### src/rtl/tf_table_loader.sv
// tf_table_loader: streams twiddle-factor words into the BRAM write port with count, checksum and overflow reporting
module tf_table_loader #(
  parameter int float_len        = 32,
  parameter int tf_num           = 2048,
  parameter int bram_tf_addr_len = 11
) (
  input  logic                          clk,
  input  logic                          rst,
  input  logic                          start,
  input  logic                          abort,
  input  logic [2*float_len-1:0]        in_data,
  input  logic                          in_valid,
  output logic                          in_ready,
  output logic                          bram_we,
  output logic [bram_tf_addr_len-1:0]   bram_addr,
  output logic [2*float_len-1:0]        bram_din,
  output logic                          busy,
  output logic                          done,
  output logic                          overflow_err,
  output logic [bram_tf_addr_len:0]     words_loaded,
  output logic [2*float_len-1:0]        checksum
);
  localparam int WL = bram_tf_addr_len + 1;
  localparam logic [1:0] IDLE = 2'd0, LOAD = 2'd1, DONE = 2'd2;
  logic [1:0] state;
  logic xfer;
  logic last;
  assign busy     = state == LOAD;
  assign done     = state == DONE;
  // abort gates acceptance combinationally so an aborted word is never written
  assign in_ready = busy & ~abort;
  assign xfer     = in_valid & in_ready;
  assign last     = words_loaded == WL'(tf_num - 1);
  always_ff @(posedge clk) begin
    if (rst) begin
      state        <= IDLE;
      bram_we      <= 1'b0;
      bram_addr    <= '0;
      bram_din     <= '0;
      overflow_err <= 1'b0;
      words_loaded <= '0;
      checksum     <= '0;
    end else begin
      bram_we <= xfer;
      if (xfer) begin
        bram_addr    <= words_loaded[bram_tf_addr_len-1:0];
        bram_din     <= in_data;
        words_loaded <= words_loaded + 1'b1;
        checksum     <= checksum ^ in_data;
      end
      if (state == LOAD) begin
        state <= abort ? IDLE : (xfer && last) ? DONE : LOAD;
      end else if (start) begin
        state        <= LOAD;
        words_loaded <= '0;
        checksum     <= '0;
        overflow_err <= 1'b0;
      end else if (state == DONE) begin
        overflow_err <= overflow_err | in_valid;
      end else begin
        state <= IDLE;
      end
    end
  end
endmodule

### config.mk
export PLATFORM = sky130hd
export DESIGN_NAME = tf_table_loader
export DESIGN_NICKNAME = d
export VERILOG_FILES = /design/src/rtl/tf_table_loader.sv
export SDC_FILE = /design/constraint.sdc
export NUM_CORES = 1
export LEC_CHECK = 0
export BUFFER_PORTS_ARGS = -buffer_cell sky130_fd_sc_hd__buf_2
export CORE_MARGIN = 2
export CORE_UTILIZATION = 30
export DETAILED_ROUTE_END_ITERATION = 12
export HOLD_SLACK_MARGIN = 0.15
export PLACE_DENSITY_LB_ADDON = 0.05
export SETUP_SLACK_MARGIN = 0.5
export SLEW_MARGIN = 20
export SYNTH_ARGS = -nofsm -noshare
export SYNTH_HDL_FRONTEND = slang
export SYNTH_SLANG_ARGS = --single-unit
export TNS_END_PERCENT = 10
### constraint.sdc
create_clock -name clk -period 3.6 [get_ports clk]
set_input_delay 0.36 -clock clk [delete_from_list [all_inputs] [get_ports clk]]
set_output_delay 0.36 -clock clk [all_outputs]
set_load 0.02 [all_outputs]
==> summary.txt, run 1 <==
PWR
-----------------------------------------------------------------------------------------------
Power density over the cells                                                        491 nW/um^2
Sum of internal, switching and leakage power                                            3.91 mW
Leakage Power                                                                           3.49 nW
Peak supply drop                                                                       0.303 mV

CELLS AND AREA
-----------------------------------------------------------------------------------------------
Layout cell share with drive strength beyond 1                                            27.6%
Final cell count without fillers                                                           1235
Total area of multi-input combinational cells                                        2450 sq um
FILL cells                                                                                 2054
Area growth from synthesis to layout                                                      32.3%
Storage element area                                                                 3100 sq um
Diodes inserted                                                                               0
Final #Nets                                                                                1027

GLOBAL ROUTING
-----------------------------------------------------------------------------------------------
Number of global-route vias before repair                                                  5042
Overall routing resource usage                                                            15.9%
Met3 GRT Util                                                                             6.39%
Global-route wire length before repair                                                  27.1 mm
Met2 capacity usage during global routing                                                 23.5%
Fraction of met1 tracks used by global routing                                            21.4%
Routing layer with the top usage in global route                                           met2
Total gr overflow                                                                             0
Number of antenna violations at the first check in global routing                             0
Pin count of the biggest net entering global routing                                         91

STA
-----------------------------------------------------------------------------------------------
Number of endpoints with negative hold slack in the final report                              0
Final setup violation count                                                                   0
Setup repair after global routing missed its margin                                       false
Slew margin rel.                                                                          50.6%
Worst slew pin tran                                                                    0.741 ns
Total Neg Setup Slack                                                                      0 ns
Top achievable clock speed                                                            0.471 GHz
Number of slew-limit violations in the final report                                           0
Post-route fraction of the period consumed by the critical path                           59.0%
Post-route clock skew                                                                0.00856 ns
Min Tclk post-route                                                                     2.12 ns
Post-route worst setup slack                                                            1.48 ns

ROUTING
-----------------------------------------------------------------------------------------------
Residual DRC count                                                                            0
Router iterations before antenna repair                                                       4
Total wirelength of the detailed-routed design                                          17.3 mm
Detailed-route wire length per cell                                                     14.0 um
Count of vias placed by the detailed router                                                5646
Initial drt markers                                                                         270
Remaining number of nets flagged by the antenna check after routing                           0
Via density                                                                                4.57

LOGIC SYNTHESIS
-----------------------------------------------------------------------------------------------
Mean instance size in the synthesized netlist                                        7.95 sq um
Post-synthesis cell area                                                             6010 sq um
Yosys warning count                                                                           0
Synthesized netlist net count                                                               826
Post-synthesis register bit count                                                           155
Share of synthesized area occupied by flip-flops and latches                              51.6%
Distinct cells, synth                                                                        33
Gate count of the mapped netlist                                                            756

WORST HOLD PATH
-----------------------------------------------------------------------------------------------
Min-Delay Path Class                                                                  in -> reg

OUTCOME
-----------------------------------------------------------------------------------------------
Result of the run                                                                     completed

PLACE
-----------------------------------------------------------------------------------------------
Number of port buffers                                                                      224
DPL Wire Length                                                                         11.4 mm
Routability congestion estimate from global placement                                     0.716
Number of cells after detailed placement                                                   1203
Post-place setup slack                                                                  1.27 ns

CRITICAL PATH
-----------------------------------------------------------------------------------------------
Crit path max fanout                                                                         61
Startpoint type of the worst setup path                                                register
WS Path Type                                                                         reg -> reg
Required time of the critical path                                                      3.95 ns
Worst endpoint data arrival time                                                        2.48 ns
Critical Path Sink Type                                                                register

CLOCK TREE
-----------------------------------------------------------------------------------------------
TritonCTS Sinks                                                                             155
Clock input transition at the sequential cells of the worst setup and hold paths        0.07 ns
Max Buffers Root-to-Sink                                                                      2
Cell chosen for the clock root                                                     sky130_fd_sc_hd__clkbuf_16
Insertion delay of the later-clocked pin in the worst-skew pair                         0.42 ns
Number of buffers inserted by post-CTS setup repair                                           0
Number of resized instances in the post-cts repair step                                       0
CTS tree                                                                                  built
Total clock buffers created by CTS                                                           17
Total number of H-tree levels                                                                 4
Number of hold buffers added after CTS                                                        0

FLOORPLAN
-----------------------------------------------------------------------------------------------
Die ar.                                                                             21200 sq um
Die height                                                                               146 um
Chip width                                                                               146 um
Site row count                                                                               51
Initial cell density of the core                                                          30.7%
Ports placed on the boundary                                                                225
Standard cell core area                                                             19600 sq um

RUN
-----------------------------------------------------------------------------------------------
Max cap viols                                                                                 0

[synth_stat cells]
cell                        number  share of area (%)
sky130_fd_sc_hd__nand2_1       155                9.7
sky130_fd_sc_hd__nand3_1         4               0.33
sky130_fd_sc_hd__clkbuf_1       29                1.8
sky130_fd_sc_hd__buf_6           1               0.19
sky130_fd_sc_hd__buf_1           3               0.19
sky130_fd_sc_hd__ha_1            1               0.21
sky130_fd_sc_hd__o211ai_1        4               0.50
sky130_fd_sc_hd__o21ai_2         1               0.15
sky130_fd_sc_hd__nand4_1         2               0.21
sky130_fd_sc_hd__or3_1          66                6.9
sky130_fd_sc_hd__inv_2           1              0.062
sky130_fd_sc_hd__nand4b_1        1               0.15
sky130_fd_sc_hd__o31ai_1         4               0.50
sky130_fd_sc_hd__buf_2          16                1.3
sky130_fd_sc_hd__nand4bb_4       1               0.46
sky130_fd_sc_hd__o21ai_0        66                5.5
sky130_fd_sc_hd__nor3_1          1              0.083
sky130_fd_sc_hd__inv_1          69                4.3
sky130_fd_sc_hd__nor4bb_1        1               0.17
sky130_fd_sc_hd__dfxtp_1       155                 52
sky130_fd_sc_hd__nand2b_1        1               0.10
sky130_fd_sc_hd__xnor2_1         1               0.15
sky130_fd_sc_hd__mux2_2          1               0.19
sky130_fd_sc_hd__a21oi_1       147                 12
sky130_fd_sc_hd__nor2_1          4               0.25
sky130_fd_sc_hd__o21a_1          1               0.12
sky130_fd_sc_hd__nor4_1          5               0.52
sky130_fd_sc_hd__and2b_1         1               0.12
sky130_fd_sc_hd__nor3b_1         1               0.12
sky130_fd_sc_hd__mux2i_1         4               0.67
sky130_fd_sc_hd__a211o_1         4               0.58
sky130_fd_sc_hd__or4_1           4               0.50
sky130_fd_sc_hd__buf_4           1               0.12
[registers in the layout, indices dropped and copies added (netlist names)]
register,flops
state,2
bram_addr,11
bram_din,64
bram_we,1
overflow_err,1
checksum,64
words_loaded,12
[path summary, 6_finish.rpt]
check	start	endpoint	slack, ns	cells after the start
hold / removal	in_data[51]	bram_din[51]	0.17	3
hold reg to reg	bram_addr[5]	bram_addr[5]	0.45	2
setup reg to reg	state[1]	checksum[62]	1.48	4
setup / recovery	state[1]	checksum[62]	1.48	4
[stage by stage]
step / area (sq um) / util (%) / hold slack [ns]
2_1_floorplan: 6010 / - / 0.496
3_3_place_gp: 7340 / 37.5 / 0.440
3_5_place_dp: 7340 / 37.5 / 0.444
4_1_cts: 7960 / 40.6 / 0.152
5_1_grt: 7960 / 40.6 / 0.155
6_report: 7960 / 40.6 / 0.175
[metal layers]
layer / part of all wire, % / wire [um]
met5: 0 / 0
met4: 0.84 / 145
met3: 7.4 / 1280
met2: 44 / 7520
met1: 48 / 8330
[worst max-delay path, cell delays in order, from the launching register on]
cell and delay [ns]:
sky130_fd_sc_hd__dfxtp_1 0.36, sky130_fd_sc_hd__nand4bb_4 0.63, sky130_fd_sc_hd__buf_4 0.51, sky130_fd_sc_hd__or3_1 0.37
sky130_fd_sc_hd__a21oi_1 0.14
[report_power, final]
part           total [mW]  switching [mW]  internal (mW)
Sequential           1.76          0.0147           1.74
Combinational       0.254           0.170         0.0839
Clock                1.90           0.789           1.11
Total                3.91           0.974           2.93
[kinds of logic (layout without fill, tap and decap cells)]
family / Yosys count / count (layout) / share of synthesized area, %
and+or+nand+nor: 247 / 247 / 19.6
AOI/OAI and AO/OA: 227 / 227 / 19.6
DFF: 155 / 155 / 51.6
buffers and inverters: 120 / 334 / 8.01
muxes: 5 / 5 / 0.853
adders and majority gates: 1 / 1 / 0.208
xor gates and xnor gates: 1 / 1 / 0.146
[layout make-up]
| type | count | share of cell area (%) |
|---|---|---|
| Sequential cell | 155 | 39.0 |
| Multi-Input combinational cell | 481 | 30.8 |
| Timing Repair Buffer | 232 | 15.0 |
| Clock buffer | 18 | 5.39 |
| Tap cell | 265 | 4.17 |
| Inverter | 70 | 3.30 |
| Clock inverter | 14 | 2.34 |
[cells in the final DEF, fill, tap and decap left out, types with 2 or more instances in the layout]
master,instances
sky130_fd_sc_hd__dfxtp_1,155
sky130_fd_sc_hd__inv_6,4
sky130_fd_sc_hd__inv_1,69
sky130_fd_sc_hd__nor2_1,4
sky130_fd_sc_hd__o21ai_0,66
sky130_fd_sc_hd__bufinv_16,3
sky130_fd_sc_hd__o31ai_1,4
sky130_fd_sc_hd__a211o_1,4
sky130_fd_sc_hd__o211ai_1,4
sky130_fd_sc_hd__clkinvlp_4,2
sky130_fd_sc_hd__clkinv_4,4
sky130_fd_sc_hd__buf_2,224
sky130_fd_sc_hd__buf_4,7
sky130_fd_sc_hd__nand4_1,2
sky130_fd_sc_hd__nor4_1,5
sky130_fd_sc_hd__nand3_1,4
sky130_fd_sc_hd__clkbuf_16,17
sky130_fd_sc_hd__or3_1,66
sky130_fd_sc_hd__mux2i_1,4
sky130_fd_sc_hd__a21oi_1,147
sky130_fd_sc_hd__or4_1,4
sky130_fd_sc_hd__nand2_1,155
No activity file was read; power rests on OpenSTA's default activity.
==> run 2: changes to the inputs <==
==> constraint.sdc (replaced) <==
create_clock -name clk -period 2.2 [get_ports clk]
set_input_delay 0.22 -clock clk [delete_from_list [all_inputs] [get_ports clk]]
set_output_delay 0.22 -clock clk [all_outputs]
set_load 0.02 [all_outputs]
==> summary.txt, run 2 (same netlist as run 1, synthesis figures left out) <==
ROUTING
-----------------------------------------------------------------------------------------------
Routed length on met1                                                                   9.05 mm
Initial drt markers                                                                         263
Remaining number of nets flagged by the antenna check after routing                           0
DR WL met2                                                                              7.67 mm
Residual DRC count                                                                            0
Via density                                                                                4.54
Total wirelength of the detailed-routed design                                          18.0 mm
Metal3 WL                                                                               1.19 mm
Count of vias placed by the detailed router                                                5957
Detailed-route wire length per cell                                                     13.8 um
Top metal layer carrying routed signals                                                    met4
Router iterations before antenna repair                                                       5

STA
-----------------------------------------------------------------------------------------------
Top achievable clock speed                                                            0.624 GHz
Hold WS                                                                                0.183 ns
Min Tclk post-route                                                                     1.60 ns
Final setup violation count                                                                   0
Number of endpoints with negative hold slack in the final report                              0
Total Neg Setup Slack                                                                      0 ns
Worst slew pin tran                                                                    0.474 ns
Post-route fraction of the period consumed by the critical path                           72.8%
Slew margin rel.                                                                          68.1%
Setup repair after global routing missed its margin                                        true
Number of slew-limit violations in the final report                                           0
Post-route clock skew                                                                 0.0110 ns

FLOORPLAN
-----------------------------------------------------------------------------------------------
Die height                                                                               146 um
Site row count                                                                               51
Standard cell core area                                                             19600 sq um
Ports placed on the boundary                                                                225
Initial cell density of the core                                                          30.7%
Die ar.                                                                             21200 sq um
Chip width                                                                               146 um

CRITICAL PATH
-----------------------------------------------------------------------------------------------
Launch point of the critical path                                                      state[1]
WS Path Type                                                                         reg -> out
Crit path max fanout                                                                          7
Critical Path Sink Type                                                             output port
Path depth of the worst reg2reg path                                                          3
Source of the worst register-to-register timing path                               words_loaded[3]
Required time of the critical path                                                      1.98 ns
Worst endpoint data arrival time                                                        1.38 ns
Startpoint type of the worst setup path                                                register

GLOBAL ROUTING
-----------------------------------------------------------------------------------------------
Total gr overflow                                                                             0
Number of global-route vias before repair                                                  5545
Overall routing resource usage                                                            17.0%
Global-route wire length before repair                                                  29.3 mm
Number of antenna violations at the first check in global routing                             0
Pin count of the biggest net entering global routing                                         55

CELLS AND AREA
-----------------------------------------------------------------------------------------------
Layout cell share with drive strength beyond 1                                            26.9%
Area growth from synthesis to layout                                                      45.0%
Final #Nets                                                                                1103
Diodes inserted                                                                               0
Most frequent cells in the layout                                                  sky130_fd_sc_hd__buf_2, sky130_fd_sc_hd__nand2_1, sky130_fd_sc_hd__dfxtp_1, sky130_fd_sc_hd__a21oi_1, sky130_fd_sc_hd__inv_1
Final cell area excluding filler cells                                               8720 sq um
Top Registers                                                                      bram_din: 64 flops, checksum: 64 flops, words_loaded: 12 flops
Commonest non-fill, non-tap cell in the layout                                     sky130_fd_sc_hd__buf_2

PWR
-----------------------------------------------------------------------------------------------
Register share of total power                                                             45.5%
Switching Share                                                                           23.9%
Share of power burned in combinational logic                                               8.4%
Switching Power                                                                         1.52 mW
Peak supply drop                                                                       0.522 mV
Cell internal power dissipation                                                         4.81 mW
Clock network fraction of design power                                                    46.2%
Power density over the cells                                                        726 nW/um^2
Leakage Power                                                                           3.81 nW

RUN
-----------------------------------------------------------------------------------------------
Max cap viols                                                                                 0

WORST HOLD PATH
-----------------------------------------------------------------------------------------------
Number of cells on the worst hold path                                                        3
Hold Crit Start                                                                        in_valid
Min-Delay Path Class                                                                  in -> reg

CLOCK TREE
-----------------------------------------------------------------------------------------------
Max Buffers Root-to-Sink                                                                      2
Total clock buffers created by CTS                                                           17
TritonCTS Sinks                                                                             155
Total number of H-tree levels                                                                 4
Cell chosen for the clock root                                                     sky130_fd_sc_hd__clkbuf_16
Insertion delay of the later-clocked pin in the worst-skew pair                         0.42 ns
CTS tree                                                                                  built
Clock input transition at the sequential cells of the worst setup and hold paths        0.06 ns

OUTCOME
-----------------------------------------------------------------------------------------------
Result of the run                                                                     completed

PLACE
-----------------------------------------------------------------------------------------------
Routability congestion estimate from global placement                                     0.702
Number of port buffers                                                                      224
Placement Cell Area                                                                  7440 sq um
DPL Wire Length                                                                         11.8 mm

-- run 2: timing repair --
item,4_1_cts,5_1_grt
resized for setup,3,1
cloned,1,0
buffers inserted,2,0
pin swaps,1,0
endpoints found under the hold margin,122,0
setup endpoints to repair,93,13
hold buffers,64,0
-- run 2: metrics by stage --
stage / cells / total power, mW / worst slack (ns) / utilization (%)
6_report: 1311 / 6.33 / 0.599 / 44.5
5_1_grt: 1311 / 6.61 / 0.479 / 44.5
4_1_cts: 1311 / 6.43 / 0.493 / 44.5
3_5_place_dp: 1212 / 3.37 / 0.314 / 38.0
3_3_place_gp: 1212 / 3.38 / 0.329 / 38.0
2_1_floorplan: 756 / 3.18 / 0.682 / -
-- run 2: worst max-delay path, stage by stage (launching register included) --
cell and delay, ns:
sky130_fd_sc_hd__dfxtp_2 0.36, sky130_fd_sc_hd__nand2b_2 0.27, sky130_fd_sc_hd__inv_4 0.14, sky130_fd_sc_hd__buf_2 0.18
-- run 2: path summary, 6_finish.rpt --
kind / slack, ns / end
setup reg to reg: 0.65 / words_loaded[9]
hold reg to reg: 0.45 / bram_addr[8]
setup / recovery: 0.60 / busy
hold / removal: 0.18 / overflow_err
-- run 2: power by group through the flow --
stage | Clock, mW | Combinational (mW) | Sequential [mW]
after floorplan | 0 | 0.187 | 2.99
after global placement | 0 | 0.439 | 2.94
after detailed placement | 0 | 0.438 | 2.94
after CTS | 3.02 | 0.535 | 2.88
after global routing | 3.14 | 0.586 | 2.88
final | 2.92 | 0.529 | 2.88
-- run 2: layout make-up --
| cell class | instances | area (sq um) |
|---|---|---|
| well taps | 265 | 332 |
| flip-flops and latches | 155 | 3110 |
| repair buffers | 307 | 1970 |
| clock inverters | 10 | 116 |
| fillers | 2014 | 10900 |
| inverters | 70 | 265 |
| clock buffers | 22 | 464 |
| multi-input cells | 482 | 2470 |
-- run 2: routing by layer --
layer  vias to the layer above  global-route usage (%)
met3                         5                    5.89
li1                       3100                       -
met2                       159                    26.0
met1                      2693                    23.0
met4                         0                    4.26
met5                         -                       0
